--- src/rtl/pong_pkg.sv ---
// Shared geometry, state encoding and position helpers for the pong game sequencer.
package pong_pkg;

    localparam int TOP_MARGIN    = 25;
    localparam int LEFT_HIT_X    = 41;
    localparam int RIGHT_HIT_X   = 592;
    localparam int BALL_Y_MIN    = 25;
    localparam int BALL_Y_MAX    = 472;
    localparam int PADDLE_Y_MAX  = 382;
    localparam int PADDLE_H      = 72;
    localparam int BALL_SIZE     = 8;
    localparam int CENTRE_X      = 316;
    localparam int CENTRE_Y      = 248;
    localparam int PADDLE_Y_INIT = 191;

    typedef enum logic [1:0] {
        IDLE,
        SERVE,
        PLAY,
        OVER
    } state_e;

    // Signed 11-bit working type so that x - speed never wraps below zero.
    typedef logic signed [10:0] pos_t;

    function automatic pos_t to_pos(input logic [9:0] v);
        return pos_t'({1'b0, v});
    endfunction

endpackage

--- src/rtl/paddle_mover.sv ---
// One paddle: steps per frame tick, clamps to 0..PADDLE_Y_MAX, holds when frozen,
// and returns to the start position on restore.
module paddle_mover
    import pong_pkg::*;
#(
    parameter int unsigned STEP = 4
) (
    input  logic       clk,
    input  logic       rst_n,
    input  logic       tick_i,
    input  logic       up_i,
    input  logic       dn_i,
    input  logic       hold_i,
    input  logic       restore_i,
    output logic [9:0] pos_o
);

    logic [9:0] pos_q, pos_d;
    pos_t       up_pos, dn_pos;

    always_comb begin
        up_pos = to_pos(pos_q) - pos_t'(STEP);
        dn_pos = to_pos(pos_q) + pos_t'(STEP);
        pos_d  = pos_q;
        if (restore_i) begin
            pos_d = 10'(PADDLE_Y_INIT);
        end else if (tick_i && !hold_i && (up_i ^ dn_i)) begin
            if (up_i) begin
                pos_d = (up_pos < 0) ? 10'd0 : up_pos[9:0];
            end else begin
                pos_d = (dn_pos > pos_t'(PADDLE_Y_MAX)) ? 10'(PADDLE_Y_MAX) : dn_pos[9:0];
            end
        end
    end

    always_ff @(posedge clk or negedge rst_n) begin
        if (!rst_n) begin
            pos_q <= 10'(PADDLE_Y_INIT);
        end else begin
            pos_q <= pos_d;
        end
    end

    assign pos_o = pos_q;

endmodule

--- src/rtl/pong_game_ctrl.sv ---
// Frame-rate pong sequencer: ball motion, bounces, scoring and speed escalation.
// Define PADDLE2_AI_EN to make paddle 2 track the ball instead of following btn2_*.
module pong_game_ctrl
    import pong_pkg::*;
#(
    parameter int unsigned PADDLE_STEP    = 4,
    parameter int unsigned SPEED_MIN      = 2,
    parameter int unsigned SPEED_MAX      = 5,
    parameter int unsigned HITS_PER_LEVEL = 4,
    parameter int unsigned WIN_SCORE      = 5,
    parameter int unsigned SERVE_FRAMES   = 60
) (
    input  logic       clk,
    input  logic       rst_n,
    input  logic       refresh_tick_i,
    input  logic       btn_start_i,
    input  logic       btn1_up_i,
    input  logic       btn1_dn_i,
    input  logic       btn2_up_i,
    input  logic       btn2_dn_i,
    output logic [9:0] ball_x_o,
    output logic [9:0] ball_y_o,
    output logic [9:0] paddle1_y_o,
    output logic [9:0] paddle2_y_o,
    output logic [3:0] ball_speed_o,
    output logic       game_over_o,
    output logic [3:0] score1_o,
    output logic [3:0] score2_o,
    output logic [1:0] point_pulse_o
);

    state_e      state_q, state_d;
    logic [9:0]  ball_x_q, ball_x_d, ball_y_q, ball_y_d;
    logic        dx_q, dx_d, dy_q, dy_d;
    logic [3:0]  speed_q, speed_d;
    logic [3:0]  score1_q, score1_d, score2_q, score2_d;
    logic [15:0] frame_q, frame_d;
    logic [7:0]  hit_q, hit_d;
    logic [1:0]  point_q, point_d;
    logic        over_q;

    logic [9:0]  paddle1_y, paddle2_y;
    logic        p2_up, p2_dn;
    logic        restart, frozen;

    pos_t        bx, by, spd, nx, ny;
    logic        overlap1, overlap2;
    logic        hit, scored1, scored2;

    assign restart = (state_q == OVER) && btn_start_i;
    assign frozen  = (state_q == OVER);

    always_comb begin
        bx  = to_pos(ball_x_q);
        by  = to_pos(ball_y_q);
        spd = pos_t'({7'd0, speed_q});
        nx  = dx_q ? bx + spd : bx - spd;
        ny  = dy_q ? by + spd : by - spd;
        overlap1 = (by + pos_t'(BALL_SIZE - 1) >= to_pos(paddle1_y) + pos_t'(TOP_MARGIN)) &&
                   (by <= to_pos(paddle1_y) + pos_t'(TOP_MARGIN + PADDLE_H));
        overlap2 = (by + pos_t'(BALL_SIZE - 1) >= to_pos(paddle2_y) + pos_t'(TOP_MARGIN)) &&
                   (by <= to_pos(paddle2_y) + pos_t'(TOP_MARGIN + PADDLE_H));
    end

`ifdef PADDLE2_AI_EN
    localparam int unsigned P2_STEP = PADDLE_STEP / 2;
    pos_t ai_ball, ai_pad;
    assign ai_ball = by - pos_t'(TOP_MARGIN);
    assign ai_pad  = to_pos(paddle2_y) + pos_t'(PADDLE_H / 2);
    assign p2_up   = ai_ball < ai_pad;
    assign p2_dn   = ai_ball > ai_pad;
`else
    localparam int unsigned P2_STEP = PADDLE_STEP;
    assign p2_up = btn2_up_i;
    assign p2_dn = btn2_dn_i;
`endif

    paddle_mover #(
        .STEP(PADDLE_STEP)
    ) u_paddle1 (
        .clk      (clk),
        .rst_n    (rst_n),
        .tick_i   (refresh_tick_i),
        .up_i     (btn1_up_i),
        .dn_i     (btn1_dn_i),
        .hold_i   (frozen),
        .restore_i(restart),
        .pos_o    (paddle1_y)
    );

    paddle_mover #(
        .STEP(P2_STEP)
    ) u_paddle2 (
        .clk      (clk),
        .rst_n    (rst_n),
        .tick_i   (refresh_tick_i),
        .up_i     (p2_up),
        .dn_i     (p2_dn),
        .hold_i   (frozen),
        .restore_i(restart),
        .pos_o    (paddle2_y)
    );

    always_comb begin
        state_d  = state_q;
        ball_x_d = ball_x_q;
        ball_y_d = ball_y_q;
        dx_d     = dx_q;
        dy_d     = dy_q;
        speed_d  = speed_q;
        score1_d = score1_q;
        score2_d = score2_q;
        frame_d  = frame_q;
        hit_d    = hit_q;
        point_d  = 2'b00;
        hit      = 1'b0;
        scored1  = 1'b0;
        scored2  = 1'b0;

        unique case (state_q)
            IDLE: begin
                ball_x_d = 10'(CENTRE_X);
                ball_y_d = 10'(CENTRE_Y);
                if (btn_start_i) begin
                    state_d = SERVE;
                    frame_d = '0;
                end
            end

            SERVE: begin
                ball_x_d = 10'(CENTRE_X);
                ball_y_d = 10'(CENTRE_Y);
                speed_d  = 4'(SPEED_MIN);
                if (refresh_tick_i) begin
                    if (frame_q == 16'(SERVE_FRAMES - 1)) begin
                        state_d = PLAY;
                        dy_d    = ~dy_q;
                        frame_d = '0;
                    end else begin
                        frame_d = frame_q + 16'd1;
                    end
                end
            end

            PLAY: begin
                if (refresh_tick_i) begin
                    if (!dy_q && ny <= pos_t'(BALL_Y_MIN)) begin
                        ball_y_d = 10'(BALL_Y_MIN);
                        dy_d     = 1'b1;
                    end else if (dy_q && ny >= pos_t'(BALL_Y_MAX)) begin
                        ball_y_d = 10'(BALL_Y_MAX);
                        dy_d     = 1'b0;
                    end else begin
                        ball_y_d = ny[9:0];
                    end

                    if (!dx_q && nx <= pos_t'(LEFT_HIT_X)) begin
                        if (overlap1) begin
                            ball_x_d = 10'(LEFT_HIT_X);
                            dx_d     = 1'b1;
                            hit      = 1'b1;
                        end else begin
                            scored2 = 1'b1;
                        end
                    end else if (dx_q && nx >= pos_t'(RIGHT_HIT_X)) begin
                        if (overlap2) begin
                            ball_x_d = 10'(RIGHT_HIT_X);
                            dx_d     = 1'b0;
                            hit      = 1'b1;
                        end else begin
                            scored1 = 1'b1;
                        end
                    end else begin
                        ball_x_d = nx[9:0];
                    end

                    if (hit) begin
                        if (hit_q + 8'd1 == 8'(HITS_PER_LEVEL)) begin
                            hit_d = '0;
                            if (speed_q < 4'(SPEED_MAX)) begin
                                speed_d = speed_q + 4'd1;
                            end
                        end else begin
                            hit_d = hit_q + 8'd1;
                        end
                    end

                    // The next serve heads toward whoever conceded.
                    if (scored1 || scored2) begin
                        speed_d = 4'(SPEED_MIN);
                        hit_d   = '0;
                        if (scored1) begin
                            score1_d   = score1_q + 4'd1;
                            point_d[0] = 1'b1;
                            dx_d       = 1'b1;
                        end else begin
                            score2_d   = score2_q + 4'd1;
                            point_d[1] = 1'b1;
                            dx_d       = 1'b0;
                        end
                        if (score1_d == 4'(WIN_SCORE) || score2_d == 4'(WIN_SCORE)) begin
                            state_d  = OVER;
                            ball_x_d = ball_x_q;
                            ball_y_d = ball_y_q;
                        end else begin
                            state_d  = SERVE;
                            ball_x_d = 10'(CENTRE_X);
                            ball_y_d = 10'(CENTRE_Y);
                            frame_d  = '0;
                        end
                    end
                end
            end

            OVER: begin
                if (btn_start_i) begin
                    state_d  = IDLE;
                    score1_d = '0;
                    score2_d = '0;
                    speed_d  = 4'(SPEED_MIN);
                    dx_d     = 1'b1;
                    ball_x_d = 10'(CENTRE_X);
                    ball_y_d = 10'(CENTRE_Y);
                    hit_d    = '0;
                    frame_d  = '0;
                end
            end

            default: state_d = IDLE;
        endcase
    end

    always_ff @(posedge clk or negedge rst_n) begin
        if (!rst_n) begin
            state_q  <= IDLE;
            ball_x_q <= 10'(CENTRE_X);
            ball_y_q <= 10'(CENTRE_Y);
            dx_q     <= 1'b1;
            dy_q     <= 1'b1;
            speed_q  <= 4'(SPEED_MIN);
            score1_q <= '0;
            score2_q <= '0;
            frame_q  <= '0;
            hit_q    <= '0;
            point_q  <= '0;
            over_q   <= 1'b0;
        end else begin
            state_q  <= state_d;
            ball_x_q <= ball_x_d;
            ball_y_q <= ball_y_d;
            dx_q     <= dx_d;
            dy_q     <= dy_d;
            speed_q  <= speed_d;
            score1_q <= score1_d;
            score2_q <= score2_d;
            frame_q  <= frame_d;
            hit_q    <= hit_d;
            point_q  <= point_d;
            over_q   <= (state_d == OVER);
        end
    end

    assign ball_x_o      = ball_x_q;
    assign ball_y_o      = ball_y_q;
    assign paddle1_y_o   = paddle1_y;
    assign paddle2_y_o   = paddle2_y;
    assign ball_speed_o  = speed_q;
    assign game_over_o   = over_q;
    assign score1_o      = score1_q;
    assign score2_o      = score2_q;
    assign point_pulse_o = point_q;

endmodule

--- config.mk ---
export PLATFORM = sky130hd
export DESIGN_NAME = pong_game_ctrl
export DESIGN_NICKNAME = d
export VERILOG_FILES = /design/src/rtl/pong_pkg.sv /design/src/rtl/paddle_mover.sv /design/src/rtl/pong_game_ctrl.sv
export SDC_FILE = /design/constraint.sdc
export NUM_CORES = 1
export LEC_CHECK = 0
export BUFFER_PORTS_ARGS = -buffer_cell sky130_fd_sc_hd__buf_2
export CORE_AREA = 2 2 161 163
export CTS_BUF_LIST = sky130_fd_sc_hd__clkbuf_4
export CTS_CLUSTER_DIAMETER = 200
export CTS_CLUSTER_SIZE = 40
export DETAILED_ROUTE_END_ITERATION = 8
export DIE_AREA = 0 0 163 165
export PLACE_DENSITY_LB_ADDON = 0.1
export SLEW_MARGIN = 20
export SYNTH_ARGS = -nofsm -noshare
export SYNTH_HDL_FRONTEND = slang
export SYNTH_SLANG_ARGS = --single-unit
--- constraint.sdc ---
create_clock -name clk -period 4.6 [get_ports clk]
set_clock_uncertainty 0.1 [all_clocks]
set_input_delay 0.69 -clock clk [delete_from_list [all_inputs] [get_ports clk]]
set_output_delay 0.69 -clock clk [all_outputs]
set_load 0.02 [all_outputs]
; Yosys cells after proc, flatten, opt, wreduce, memory -nomap -nowiden
; Cells that the tools add are included.
[word_totals]
regBits = 83
latchBits = 0
ram_bits = 0
rom_bits = 0
inputBits = 8
out_inout_bits = 55
wordCells = 208
memories = 0
[op_classes]
addsub = 18
n_mul = 0
n_div = 0
order_cmp = 13
eq_ne = 24
shifts = 0
n_mux = 105
n_bitwise = 3
reduce_logical = 31
[op_table]
columns = cell, count
row1 = 10-bit 2-to-1 mux, 24
row2 = 16-bit 2-to-1 mux, 6
row3 = 4-bit 2-to-1 mux, 19
row4 = 10-bit one-hot mux with 3 select lines, 2
row5 = 16-bit one-hot mux with 3 select lines, 1
row6 = 8-bit 2-to-1 mux, 5
row7 = "10-bit by 3-bit adder with 11-bit output, second input constant", 3
row8 = 1-bit 2-to-1 mux, 29
row9 = 10-bit by 4-bit adder with 11-bit output, 2
row10 = "10-bit by 5-bit adder with 11-bit output, second input constant", 2
row11 = "10-bit by 7-bit adder with 11-bit output, second input constant", 2
row12 = 11-bit >= comparator, 2
row13 = "11-bit by 10-bit > comparator with 1-bit output, second input constant", 2
row14 = 11-bit <= comparator, 2
row15 = "11-bit by 1-bit less-than comparator with 1-bit output, second input constant", 2
row16 = 11-bit 2-to-1 mux, 2
row17 = "10-bit by 3-bit subtractor with 11-bit output, second input constant", 2
row18 = 10-bit by 4-bit subtractor with 11-bit output, 2
row19 = 2-bit 2-to-1 mux, 10
row20 = "16-bit by 1-bit adder with 16-bit output, second input constant", 1
row21 = "16-bit by 6-bit equality test with 1-bit output, second input constant", 1
row22 = 4-bit one-hot mux with 2 select lines, 2
row23 = 8-bit one-hot mux with 2 select lines, 1
row24 = "3-bit inequality test, second input constant", 5
row25 = other kinds (31), 65

; Depth between registers and ports, before layout
[depth]
word_depth = 19
depth_mapped = 19

; Cells and area by module
; A second synthesis with hierarchy kept.
[hier_totals]
cells_unflattened = 1018
area_unflattened_um2 = 8640.8
[by_module_without_submodules]
columns = module, instances, cells_each, area_each_um2, seq_area_each_um2
row1 = pong_game_ctrl, 1, 784, 6696.4, 1592.8
row2 = paddle_mover, 2, 117, 972.2, 259.0

; Least setup slack after synthesis
; No wires, ideal clock.
[synth_path]
path_type = register to register
start = register speed_q[1] (netlist: ball_speed_o[1])
end = register ball_x_q[6] (netlist: ball_x_o[6])
arrival_ns = 3.873
setup_slack_ns = 0.500
path_stages_with_launch = 14
n_path_buf = 1
synth_period_minus_slack_ns = 4.100
path_cell_list = dfstp_2 inv_1 ha_1 mux2_2 fa_1 a211oi_2 o211ai_1 a211o_1 a21o_1 o211ai_4 nor2_2 a311oi_2 buf_4 mux2_1
[synth_between]
elab_chain_cells = 16
elab_cells_between_ends = 35
[synth_lines]
columns = item, line
row1 = "start, declared", pong_game_ctrl.sv:35  ; logic [3:0] speed_q, speed_d;
row2 = "start signal, assigned", pong_game_ctrl.sv:240  ; speed_q <= 4'(SPEED_MIN);
row3 = "start signal, assigned", pong_game_ctrl.sv:253  ; speed_q <= speed_d;
row4 = 10-bit by 4-bit subtractor with 11-bit output / 10-bit by 4-bit adder with 11-bit output (equally long branches), pong_game_ctrl.sv:57  ; nx = dx_q ? bx + spd : bx - spd;
row5 = 11-bit 2-to-1 mux (*), pong_game_ctrl.sv:57
row6 = 11-bit >= comparator, pong_game_ctrl.sv:165  ; end else if (dx_q && nx >= pos_t'(RIGHT_HIT_X)) begin
row7 = 1-bit logical AND, pong_game_ctrl.sv:165
row8 = 1-bit 2-to-1 mux, pong_game_ctrl.sv:165
row9 = 1-bit 2-to-1 mux, pong_game_ctrl.sv:157  ; if (!dx_q && nx <= pos_t'(LEFT_HIT_X)) begin
row10 = 1-bit 2-to-1 mux, pong_game_ctrl.sv:146  ; if (refresh_tick_i) begin
row11 = 1-bit 2-to-1 mux, pong_game_ctrl.sv:120  ; unique case (state_q)
row12 = 4-bit 2-to-1 mux, pong_game_ctrl.sv:192  ; if (scored1) begin
row13 = 4-bit 2-to-1 mux, pong_game_ctrl.sv:189  ; if (scored1 || scored2) begin
row14 = 4-bit 2-to-1 mux, pong_game_ctrl.sv:146
row15 = 4-bit 2-to-1 mux, pong_game_ctrl.sv:120
row16 = 4-bit by 3-bit equality test with 1-bit output, pong_game_ctrl.sv:201  ; if (score1_d == 4'(WIN_SCORE) || score2_d == 4'(WIN_SCORE)) begin
row17 = 1-bit logical OR, pong_game_ctrl.sv:201
row18 = 3-bit inequality test (no source line), n/a
row19 = 5-bit AND reduction (no source line), n/a
row20 = "end signal, assigned", pong_game_ctrl.sv:236  ; ball_x_q <= 10'(CENTRE_X);
row21 = "end signal, assigned", pong_game_ctrl.sv:249  ; ball_x_q <= ball_x_d;
row22 = "end, declared", pong_game_ctrl.sv:33  ; logic [9:0] ball_x_q, ball_x_d, ball_y_q, ball_y_d;
; Mark *: on every way between the ends. The rest lies on a longest branch, timed or not. The select of a mux whose other input is x is not followed.
; A chain may end at the register's enable or synchronous reset.

; Final worst setup path
[layout_path]
start = register speed_q[1] (netlist: ball_speed_o[1])
end = register hit_q[4]
[layout_between]
elab_chain_cells = 12
elab_cells_between_ends = 24
[layout_lines]
columns = item, line
row1 = 10-bit by 4-bit subtractor with 11-bit output / 10-bit by 4-bit adder with 11-bit output (equally long branches), pong_game_ctrl.sv:57
row2 = 11-bit 2-to-1 mux (*), pong_game_ctrl.sv:57
row3 = 11-bit >= comparator, pong_game_ctrl.sv:165
row4 = 1-bit logical AND, pong_game_ctrl.sv:165
row5 = 1-bit 2-to-1 mux, pong_game_ctrl.sv:165
row6 = 1-bit 2-to-1 mux, pong_game_ctrl.sv:157
row7 = 1-bit 2-to-1 mux, pong_game_ctrl.sv:146
row8 = 1-bit 2-to-1 mux, pong_game_ctrl.sv:120
row9 = 1-bit logical OR, pong_game_ctrl.sv:189
row10 = 8-bit 2-to-1 mux, pong_game_ctrl.sv:189
row11 = 8-bit 2-to-1 mux, pong_game_ctrl.sv:146
row12 = 8-bit one-hot mux with 2 select lines, pong_game_ctrl.sv:120
row13 = "end signal, assigned", pong_game_ctrl.sv:257  ; hit_q <= hit_d;
row14 = "end, declared", pong_game_ctrl.sv:38  ; logic [7:0] hit_q, hit_d;
; Marks and branches as above.

==> flow_summary.toml <==
[sta]
setup_viol = 0
hold_violations = 0
hold_ws_ns = 0.162
tns_ns = 0
tightest_slew_ns = 0.790
drv_slew = 0
slew_headroom_pct = 47.4
grt_setup_unrepaired = "false"
fmax_mhz = 227
setup_ws_ns = 0.202
period_share_pct = 95.6
fin_crit_ns = 4.40

[routing]
vias_per_cell = 5.61
met2_wirelength_um = 11100
routedLengthMet1_um = 13500
wl_met3_um = 775
top_layer = "met4"
route.vias.total = 8019
dr.pass1.iters = 5
drt_iter0_markers = 543
antenna_left = 0
remaining_drc_errors = 0
wirelength_um = 25600
wl_per_cell_um = 17.9

[critical_path]
crit_end = "hit_q[4]"
worstSetupStartpointType = "flip-flop"
critical_path_class = "reg -> reg"
crit_fanout = 10
cp.required_ns = 4.92
crit_start = "ball_speed_o[1]"
endpoint_kind = "flip-flop"
rr_endpoint = "hit_q[4]"
r2r_setup_slack_ns = 0.20
r2r_cells = 13
rr_startpoint = "ball_speed_o[1]"
arrival_ns = 4.72

[power]
power.total_mw = 5.38
powerDensity_nw_per_um2 = 575
vdd_drop_max_mv = 0.195
leakage_nw = 3.85

[global_routing]
grt.total_usage_pct = 19.2
grt_max_degree = 56
grt_overflow = 0
grt_pass1_vias = 7642
grt_antenna_before_repair = 1
grt_first_pass_wirelength_um = 41100

[synthesis]
synth_edf_count = 0
async_flop_share_pct = 100
syn_avg_cell_area_um2 = 8.12
ys_ff_latch = 83
ys_warn_count = 0
syn_inst = 1039
ys.flop_type = "dfrtp_1"
ys_seq_area_share_pct = 25.0
syn_nets = 1136
post_synth_num_cell_types = 85
synth_area_um2 = 8430

[die]
row_count = 58
die_h_um = 165
fp.coreArea_um2 = 25000
die_area_um2 = 26900
io_pins = 63
die_width_um = 163
start_util_pct = 33.7

[finish]
nNetsFinal = 1190
finish.utilization_pct = 37.4
fillers = 2632
fin_area_um2 = 9360
stdcell_count = 1430
syn_to_final_growth_pct = 10.9
drive_gt1_share_pct = 14.9

[clock_tree]
cts_resized = 0
cts_sinks = 83
cts_max_level = 3
cts_setup_buffers = 0
clk_latency_ns = 0.49
cts_buffers = 9
cts_hold_buf = 0
cts_tree = "yes"
cts.path.max_buffers = 2
path_clk_slew_ns = 0.17
cts_root_buffer = "clkbuf_4"

[place]
pre_cts_ws_ns = 0.187
placed_cell_area_um2 = 9190
gp_congestion = 0.844
post-dp-hpwl_um = 19700
io_buffers = 62
dp.cells = 1412

[run_status]
outcome = "completed"

[min_path]
hold_class = "in -> async"

[flow_run]
cap_violations = 0
==> sequential cells by signal, summed over array words and instances, names as in the netlist, 2 cells and up <==
register	flops
score2_o	4
ball_x_o	10
point_pulse_o	2
ball_speed_o	4
u_paddle2.pos_o	10
state_q	2
ball_y_o	10
hit_q	8
u_paddle1.pos_o	10
score1_o	4
frame_q	16
==> cells by family (layout without fill, tap and decap cells) <==
| family | Yosys count | count (layout) | share of synthesized area, % |
|---|---|---|---|
| AO/OA/AOI/OAI | 302 | 302 | 25.2 |
| XOR/XNOR | 56 | 56 | 5.82 |
| adder cells (fa/ha/maj) | 89 | 89 | 13.4 |
| buffers and inverters | 106 | 165 | 5.07 |
| flip-flops | 83 | 83 | 25.0 |
| multiplexers | 25 | 25 | 3.18 |
| other | 0 | 2 | 0 |
| AND/OR/NAND/NOR | 378 | 378 | 22.3 |
==> synth_stat cells (8+ instances only) <==
library cell	number	area (um^2)
nor2_1	83	312
xor2_1	17	149
ha_1	87	1090
nand4_1	15	93.8
a31oi_1	14	87.6
inv_1	58	218
a211oi_1	22	165
o22ai_1	19	119
xnor2_1	39	342
a21o_1	9	67.6
nor4_1	11	68.8
o21ai_0	61	305
nor3_1	35	175
a21oi_1	50	250
and3_1	16	100
dfstp_2	27	709
nand2_1	94	353
o211ai_1	19	143
nor2b_1	9	56.3
clkbuf_1	33	124
nand2b_1	23	144
mux2i_1	11	110
mux2_2	9	101
nand3_1	43	215
dfrtp_1	56	1400
or3_1	8	50.1
==> cells in the final DEF (no fill, tap or decap), types with 5 or more instances in the layout <==
cell | Yosys | final
nor3b_1 | 6 | 5
a211oi_1 | 22 | 22
ha_1 | 87 | 87
a21oi_1 | 50 | 50
nand3b_1 | 6 | 6
nand4_1 | 15 | 15
mux2i_1 | 11 | 11
dfrtp_1 | 56 | 56
mux2_2 | 9 | 9
nand2b_1 | 23 | 23
xnor2_1 | 39 | 39
nand3_1 | 43 | 43
dfstp_2 | 27 | 27
o21ai_0 | 61 | 61
nor4_1 | 11 | 10
or4_1 | 5 | 5
a31oi_1 | 14 | 14
nand4b_1 | 6 | 6
mux2_1 | 5 | 5
o211ai_1 | 19 | 19
a2bb2oi_1 | 6 | 6
nand2_1 | 94 | 94
nor3_1 | 35 | 35
o21a_1 | 6 | 6
o22ai_1 | 19 | 19
and3_1 | 16 | 16
xor2_1 | 17 | 17
or2_2 | 5 | 5
nor2b_1 | 9 | 9
inv_1 | 58 | 58
nor2_1 | 83 | 83
buf_2 | 6 | 61
o221ai_1 | 5 | 5
a21o_1 | 9 | 9
or3_1 | 8 | 8
buf_4 | 2 | 28
clkbuf_4 | 0 | 11
and2_1 | 6 | 6
o2bb2ai_1 | 5 | 5
a221oi_1 | 6 | 6
==> final cells by class <==
type                    count  area, um^2  area share [%]
multi-input cells         850        5920            63.3
clock buffers              11        82.6           0.883
repair buffers             90         536            5.72
well taps                 330         413            4.41
inverters                  59         221            2.37
flip-flops and latches     83        2110            22.6
diodes                      2        5.00          0.0535
clock inverters             5        62.6           0.669
==> where the power goes <==
| group | switching, mW | internal (mW) | total (mW) | leakage, nW |
|---|---|---|---|---|
| Combinational | 2.22 | 1.45 | 3.67 | 2.78 |
| Clock | 0.308 | 0.181 | 0.489 | 0.0737 |
| Sequential | 0.323 | 0.897 | 1.22 | 0.994 |
==> worst min-delay path by stage <==
stage                       end  slack (ns)
6_report               hit_q[2]        0.16
5_1_grt        point_pulse_o[0]        0.19
4_1_cts        point_pulse_o[0]        0.15
3_5_place_dp        ball_x_o[3]        0.37
3_3_place_gp        ball_x_o[3]        0.37
2_1_floorplan   ball_speed_o[0]        0.29
==> critical path: stages, from the launching register on <==
cell,delay [ns]
dfstp_2,0.55
inv_1,0.05
ha_1,0.31
mux2_2,0.31
fa_1,0.49
a211oi_4,0.36
o211ai_1,0.19
a211o_1,0.33
a21o_1,0.20
o211ai_4,0.35
buf_4,0.25
o221ai_1,0.24
or4_1,0.52
o211ai_1,0.10
==> per-layer routing <==
metal,global-route usage (%),up-vias
met2,29.4,117
li1,-,4008
met4,3.66,0
met1,29.1,3876
met3,2.26,18
met5,0,-
(Power assumes the default switching activity.)
